### config.mk
export PLATFORM = sky130hd
export DESIGN_NAME = ad9833_cfg_core
export DESIGN_NICKNAME = d
export VERILOG_FILES = /design/src/rtl/ad9833_pkg.sv /design/src/rtl/ad9833_spi_shifter.sv /design/src/rtl/ad9833_cfg_core.sv
export SDC_FILE = /design/constraint.sdc
export NUM_CORES = 1
export LEC_CHECK = 0
export CAP_MARGIN = 40
export CORE_MARGIN = 2
export CORE_UTILIZATION = 50
export CTS_CLUSTER_SIZE = 10
export DETAILED_ROUTE_END_ITERATION = 8
export PLACE_DENSITY = 0.71
export RECOVER_POWER = 100
export SKIP_LAST_GASP = 1
export SLEW_MARGIN = 25
export SYNTH_ARGS = -nofsm -noshare
export SYNTH_HDL_FRONTEND = slang
export SYNTH_SLANG_ARGS = --single-unit
### constraint.sdc
create_clock -name sys_clk_i -period 2.3 [get_ports sys_clk_i]
set_input_delay 0.345 -clock sys_clk_i [delete_from_list [all_inputs] [get_ports sys_clk_i]]
set_output_delay 0.345 -clock sys_clk_i [all_outputs]
set_load 0.005 [all_outputs]
### src/rtl/ad9833_pkg.sv
// ad9833_pkg: AD9833 control-word constants and sequencer state type
package ad9833_pkg;
  localparam logic [15:0] B28 = 16'h2000;
  localparam logic [15:0] RESET = 16'h0100;
  localparam logic [15:0] FREQ0 = 16'h4000;
  localparam logic [15:0] PHASE0 = 16'hC000;
  localparam logic [2:0] NUM_WORDS = 3'd5;
  typedef enum logic [2:0] {IDLE, LOAD, WAIT_BUSY, NEXT, DONE} state_t;
endpackage

### src/rtl/ad9833_spi_shifter.sv
// ad9833_spi_shifter: one 16-bit AD9833 frame, SCLK high in the first half of each bit
module ad9833_spi_shifter #(
  parameter int SCLK_DIV = 4
) (
  input  logic        clk,
  input  logic        rst,
  input  logic        start,
  input  logic [15:0] data,
  output logic        sclk,
  output logic        fsync,
  output logic        sdata,
  output logic        busy
);
  localparam int TW = $clog2(16 * SCLK_DIV + 5);
  localparam int PW = $clog2(SCLK_DIV);
  localparam logic [TW-1:0] T_BITS = TW'(16 * SCLK_DIV);
  localparam logic [TW-1:0] T_FS = TW'(16 * SCLK_DIV + 2);
  localparam logic [TW-1:0] T_END = TW'(16 * SCLK_DIV + 4);
  localparam logic [PW-1:0] P_LAST = PW'(SCLK_DIV - 1);
  localparam logic [PW-1:0] P_HALF = PW'(SCLK_DIV / 2);
  logic [TW-1:0] t, tn;
  logic [PW-1:0] ph, phn;
  logic [15:0] sh;
  logic wrap;
  always_comb begin
    tn = t + 1'b1;
    wrap = ph == P_LAST;
    phn = wrap ? '0 : ph + 1'b1;
  end
  // outputs are registered for offset tn; the last bit is held until FSYNC rises
  always_ff @(posedge clk) begin
    if (rst) begin
      busy <= 1'b0;
      sclk <= 1'b1;
      fsync <= 1'b1;
      sdata <= 1'b0;
      t <= '0;
      ph <= '0;
      sh <= '0;
    end else if (!busy) begin
      if (start) begin
        busy <= 1'b1;
        sclk <= 1'b1;
        fsync <= 1'b0;
        sdata <= data[15];
        t <= '0;
        ph <= '0;
        sh <= data;
      end
    end else begin
      t <= tn;
      ph <= phn;
      if (wrap) sh <= {sh[14:0], 1'b0};
      sclk <= tn >= T_BITS || phn < P_HALF;
      sdata <= tn < T_BITS ? (wrap ? sh[14] : sh[15]) : (tn >= T_FS ? 1'b0 : sdata);
      fsync <= tn >= T_FS;
      busy <= tn != T_END;
    end
  end
endmodule

### src/rtl/ad9833_cfg_core.sv
// ad9833_cfg_core: sends the five-word AD9833 start-up sequence on request
module ad9833_cfg_core
  import ad9833_pkg::*;
#(
  parameter logic [27:0] FREQ_WORD = 28'd32212,
  parameter logic [11:0] PHASE_WORD = 12'd0,
  parameter int SCLK_DIV = 4
) (
  input  logic sys_clk_i,
  input  logic rst_i,
  input  logic start_cfg_pulse_i,
  output logic SCLK,
  output logic FSYNC,
  output logic SDATA,
  output logic cfg_busy_o,
  output logic cfg_done_o
);
  state_t state, nxt;
  logic [2:0] idx, idx_n;
  logic [15:0] word;
  logic sh_start, sh_busy;
  always_comb
    word = idx == 3'd0 ? B28 | RESET :
           idx == 3'd1 ? FREQ0 | {2'b0, FREQ_WORD[13:0]} :
           idx == 3'd2 ? FREQ0 | {2'b0, FREQ_WORD[27:14]} :
           idx == 3'd3 ? PHASE0 | {4'b0, PHASE_WORD} : B28;
  always_comb begin
    nxt = state;
    idx_n = idx;
    sh_start = 1'b0;
    case (state)
      IDLE: if (start_cfg_pulse_i) begin
        nxt = LOAD;
        idx_n = 3'd0;
      end
      LOAD: begin
        sh_start = 1'b1;
        nxt = WAIT_BUSY;
      end
      WAIT_BUSY: nxt = sh_busy ? WAIT_BUSY : NEXT;
      NEXT: begin
        idx_n = idx + 3'd1;
        nxt = idx_n < NUM_WORDS ? LOAD : DONE;
      end
      DONE: nxt = IDLE;
      default: nxt = IDLE;
    endcase
  end
  always_ff @(posedge sys_clk_i) begin
    if (rst_i) begin
      state <= IDLE;
      idx <= 3'd0;
    end else begin
      state <= nxt;
      idx <= idx_n;
    end
  end
  assign cfg_busy_o = state inside {LOAD, WAIT_BUSY, NEXT};
  assign cfg_done_o = state == DONE;
  ad9833_spi_shifter #(.SCLK_DIV(SCLK_DIV)) u_shifter (
    .clk(sys_clk_i),
    .rst(rst_i),
    .start(sh_start),
    .data(word),
    .sclk(SCLK),
    .fsync(FSYNC),
    .sdata(SDATA),
    .busy(sh_busy)
  );
endmodule

==> results.sh <==
export IMPL_status="finished, final reports clean"
export IMPL_cts_setup_buffers=0
export IMPL_ant_nets=0
export IMPL_via_per_inst=5.61
export IMPL_drc_errors=0
export IMPL_fin_crit_sh=0.900
export IMPL_stdcell_count=249
export IMPL_min_from="u_shifter.sh[4]$_SDFFE_PP0P_"
export IMPL_rr_startpoint="u_shifter.t[0]$_SDFFE_PP0P_"
export IMPL_hold_depth=2
export IMPL_cts_resized=0
export IMPL_ys_top_cells_by_area="dfxtp_1 (41%), nor2_1 (6.2%), ha_1 (5.2%), a221oi_1 (4.7%), a21oi_1 (4.4%)"
export IMPL_max_slew_margin=0.641
export IMPL_cp_data_arrival_time_ns=2.31
export IMPL_finalSetupViolCount=0
export IMPL_hold_class="register to register"
export IMPL_rsz0062_at_grt="false"
export IMPL_r2r_cells=6
export IMPL_syn_avg_cell_area_sq_um=8.60
export IMPL_ioPinCount=8
export IMPL_yosys_area_share_simple=0.200
export IMPL_ys_warn_count=0
export IMPL_die_w_um=62.2
export IMPL_hpwlAfterDp_um=2390
export IMPL_synth_xor_area_frac=0.0155
export IMPL_synth_seq_cells=35
export IMPL_grt_max_degree=20
export IMPL_std_cell_rows=21
export IMPL_fmax_mhz=483
export IMPL_die_area_sq_um=3870
export IMPL_r2r_end="u_shifter.sdata$_SDFFE_PP0P_"
export IMPL_grt_usage=0.194
export IMPL_cts_buffers=5
export IMPL_yosysTopAreaCell="dfxtp_1"
export IMPL_num_antenna_cells=0
export IMPL_synthAdderAreaFrac=0.0517
export IMPL_cp_start_kind="register"
export IMPL_synthMuxAreaShare=0.0244
export IMPL_htree_levels=2
export IMPL_synth_edf_count=0
export IMPL_synth_top_area_share=0.414
export IMPL_cp_max_fo=6
export IMPL_leakage_uw=0.000657
export IMPL_slew_violations=0
export IMPL_ys_flop_type="dfxtp_1"
export IMPL_crit_buf_inv=0
export IMPL_finalWeightedCongestion=0.906
export IMPL_ys_types=46
export IMPL_vias=1397
export IMPL_area_growth_pct=7.61
export IMPL_r2r_slack_ns=0.23
export IMPL_final_cell_mix="dfxtp_1 (35), nor2_1 (28), a21oi_1 (15)"
export IMPL_seq_area_frac_synth=0.414
export IMPL_cp_required_ns=2.54
export IMPL_hold_path_end="u_shifter.sh[4]$_SDFFE_PP0P_"
export IMPL_crit_type="register to register"
export IMPL_slowest_delay_ns=0.40
export IMPL_grt_pass1_vias=1352
export IMPL_root_buffer="clkbuf_4"
export IMPL_cts_sinks=35
export IMPL_synth_compound_area_frac=0.224
export IMPL_worst_pin_slew_ns=0.536
export IMPL_coreArea_sq_um=3280
export IMPL_drive_gt1_frac=0.0837
export IMPL_p_per_area_nw_per_um2=792
export IMPL_die_h_um=62.2
export IMPL_wire_per_inst_um=13.9
export IMPL_clock_path_buffers=2
export IMPL_critical_path_top_delay_family="compound AO/OA/AOI/OAI gates"
export IMPL_postSynthCellCount=197
export IMPL_finalSetupTns_ns=0
export IMPL_fin_skew_ns=0.00901
export IMPL_grt_pass1_wl_um=6040
export IMPL_hold_viol_final=0
export IMPL_syn_area_sq_um=1690
export IMPL_hold_ws_ns=0.476
export IMPL_drtIter0Drc=93
export IMPL_path_clk_slew_ns=0.11
export IMPL_cts_hold_buf=0
export IMPL_insertion_delay_ns=0.34
export IMPL_path_cells="ha_1 > and4_4 > a21boi_1 > o21ai_2 > o41ai_1 > mux2_1"
export IMPL_cap_violations=0
export IMPL_dp_cells=241
export IMPL_tritoncts="built"
export IMPL_crit_slowest_cell="o41ai_1"
export IMPL_synth_top_family_by_area="compound AO/OA/AOI/OAI gates"
export IMPL_firstDrtPassIters=4
export IMPL_endpoint_kind="register"
export IMPL_ir_drop_v=0.000484
export IMPL_ys_async_sr_fraction=0
export IMPL_final_common_cell="dfxtp_1"
export IMPL_wirelength_um=3460
export IMPL_start_util=0.516
export IMPL_synth_nets=207
export IMPL_nets=212
export IMPL_finalCriticalPeriod_ns=2.07
export IMPL_antenna_found_initial=0
export IMPL_overflow=0
export IMPL_port_buffers=7
## cells by family after synthesis
kind of cell / Yosys count
buffers and inverters: 27
adder cells (fa/ha/maj): 7
multiplexers: 4
AO/OA/AOI/OAI: 52
AND/OR/NAND/NOR: 69
flip-flops: 35
XOR/XNOR: 3
## per-layer routing
metal	part of all wire	vias up	track usage
met2	0.48	17	0.327
met1	0.48	658	0.232
met4	0.012	0	0.0694
li1	-	716	-
met5	0	-	0
met3	0.034	6	0.0634
## cells in the mapped netlist, types with 2 or more instances
master,count
or2_1,2
buf_2,3
a211oi_1,2
nand3b_1,2
inv_1,12
xnor2_1,3
buf_6,2
a22oi_1,3
o21ai_1,3
nand3_1,3
nor2_1,28
dfxtp_1,35
a32oi_1,5
o21ai_0,2
nor3_1,6
clkbuf_1,9
mux2i_1,3
a221oi_1,9
and2_1,2
nand2_1,13
ha_1,7
nor2b_1,3
or2_2,2
a311oi_1,2
a21oi_1,15
## sequential cells by signal (all words and copies together) (netlist names)
signal / count
u_shifter.sdata: 1
u_shifter.t: 7
u_shifter.sclk: 1
u_shifter.busy: 1
u_shifter.fsync: 1
state: 3
u_shifter.sh: 16
u_shifter.ph: 2
idx: 3
## worst reg2reg max path, stage by stage, from the launching register on
cell      delay (ns)
dfxtp_1         0.34
ha_1            0.27
and4_4          0.22
a21boi_1        0.26
o21ai_2         0.13
o41ai_1         0.40
mux2_1          0.35
## layout make-up
type / instances / area [sq um]
Inverter: 13 / 48.8
Sequential cell: 35 / 701
Multi-Input combinational cell: 135 / 861
Timing Repair Buffer: 12 / 101
Fill cell: 307 / 1460
Clock inverter: 2 / 12.5
Clock buffer: 6 / 41.3
Tap cell: 46 / 57.6
## metrics by stage
| step | setup WS (ns) | utilization | area (sq um) | total power [uW] |
|---|---|---|---|---|
| 3_5_place_dp | 0.319 | 0.544 | 1790 | 1150 |
| 5_1_grt | 0.0868 | 0.555 | 1820 | 1540 |
| 3_3_place_gp | 0.374 | 0.544 | 1790 | 1130 |
| 4_1_cts | 0.297 | 0.561 | 1840 | 1480 |
| 6_report | 0.229 | 0.555 | 1820 | 1440 |
| 2_1_floorplan | 0.439 | - | 1690 | 1030 |
## report_power, final
part	internal (uW)	switching, uW
clock network	118	210
registers	681	62.5
logic	148	224
total	947	496
## how the worst max path moves through the flow
stage,start,to,slack [ns],cells past startpoint
2_1_floorplan,u_shifter.t[0]$_SDFFE_PP0P_,u_shifter.sdata$_SDFFE_PP0P_,0.44,6
3_3_place_gp,u_shifter.t[0]$_SDFFE_PP0P_,u_shifter.sdata$_SDFFE_PP0P_,0.37,6
3_5_place_dp,u_shifter.t[0]$_SDFFE_PP0P_,u_shifter.sdata$_SDFFE_PP0P_,0.32,6
4_1_cts,u_shifter.t[0]$_SDFFE_PP0P_,u_shifter.sdata$_SDFFE_PP0P_,0.30,6
5_1_grt,u_shifter.t[0]$_SDFFE_PP0P_,u_shifter.sdata$_SDFFE_PP0P_,0.09,6
6_report,u_shifter.t[0]$_SDFFE_PP0P_,u_shifter.sdata$_SDFFE_PP0P_,0.23,6
Power figures use the tool's default switching activity.
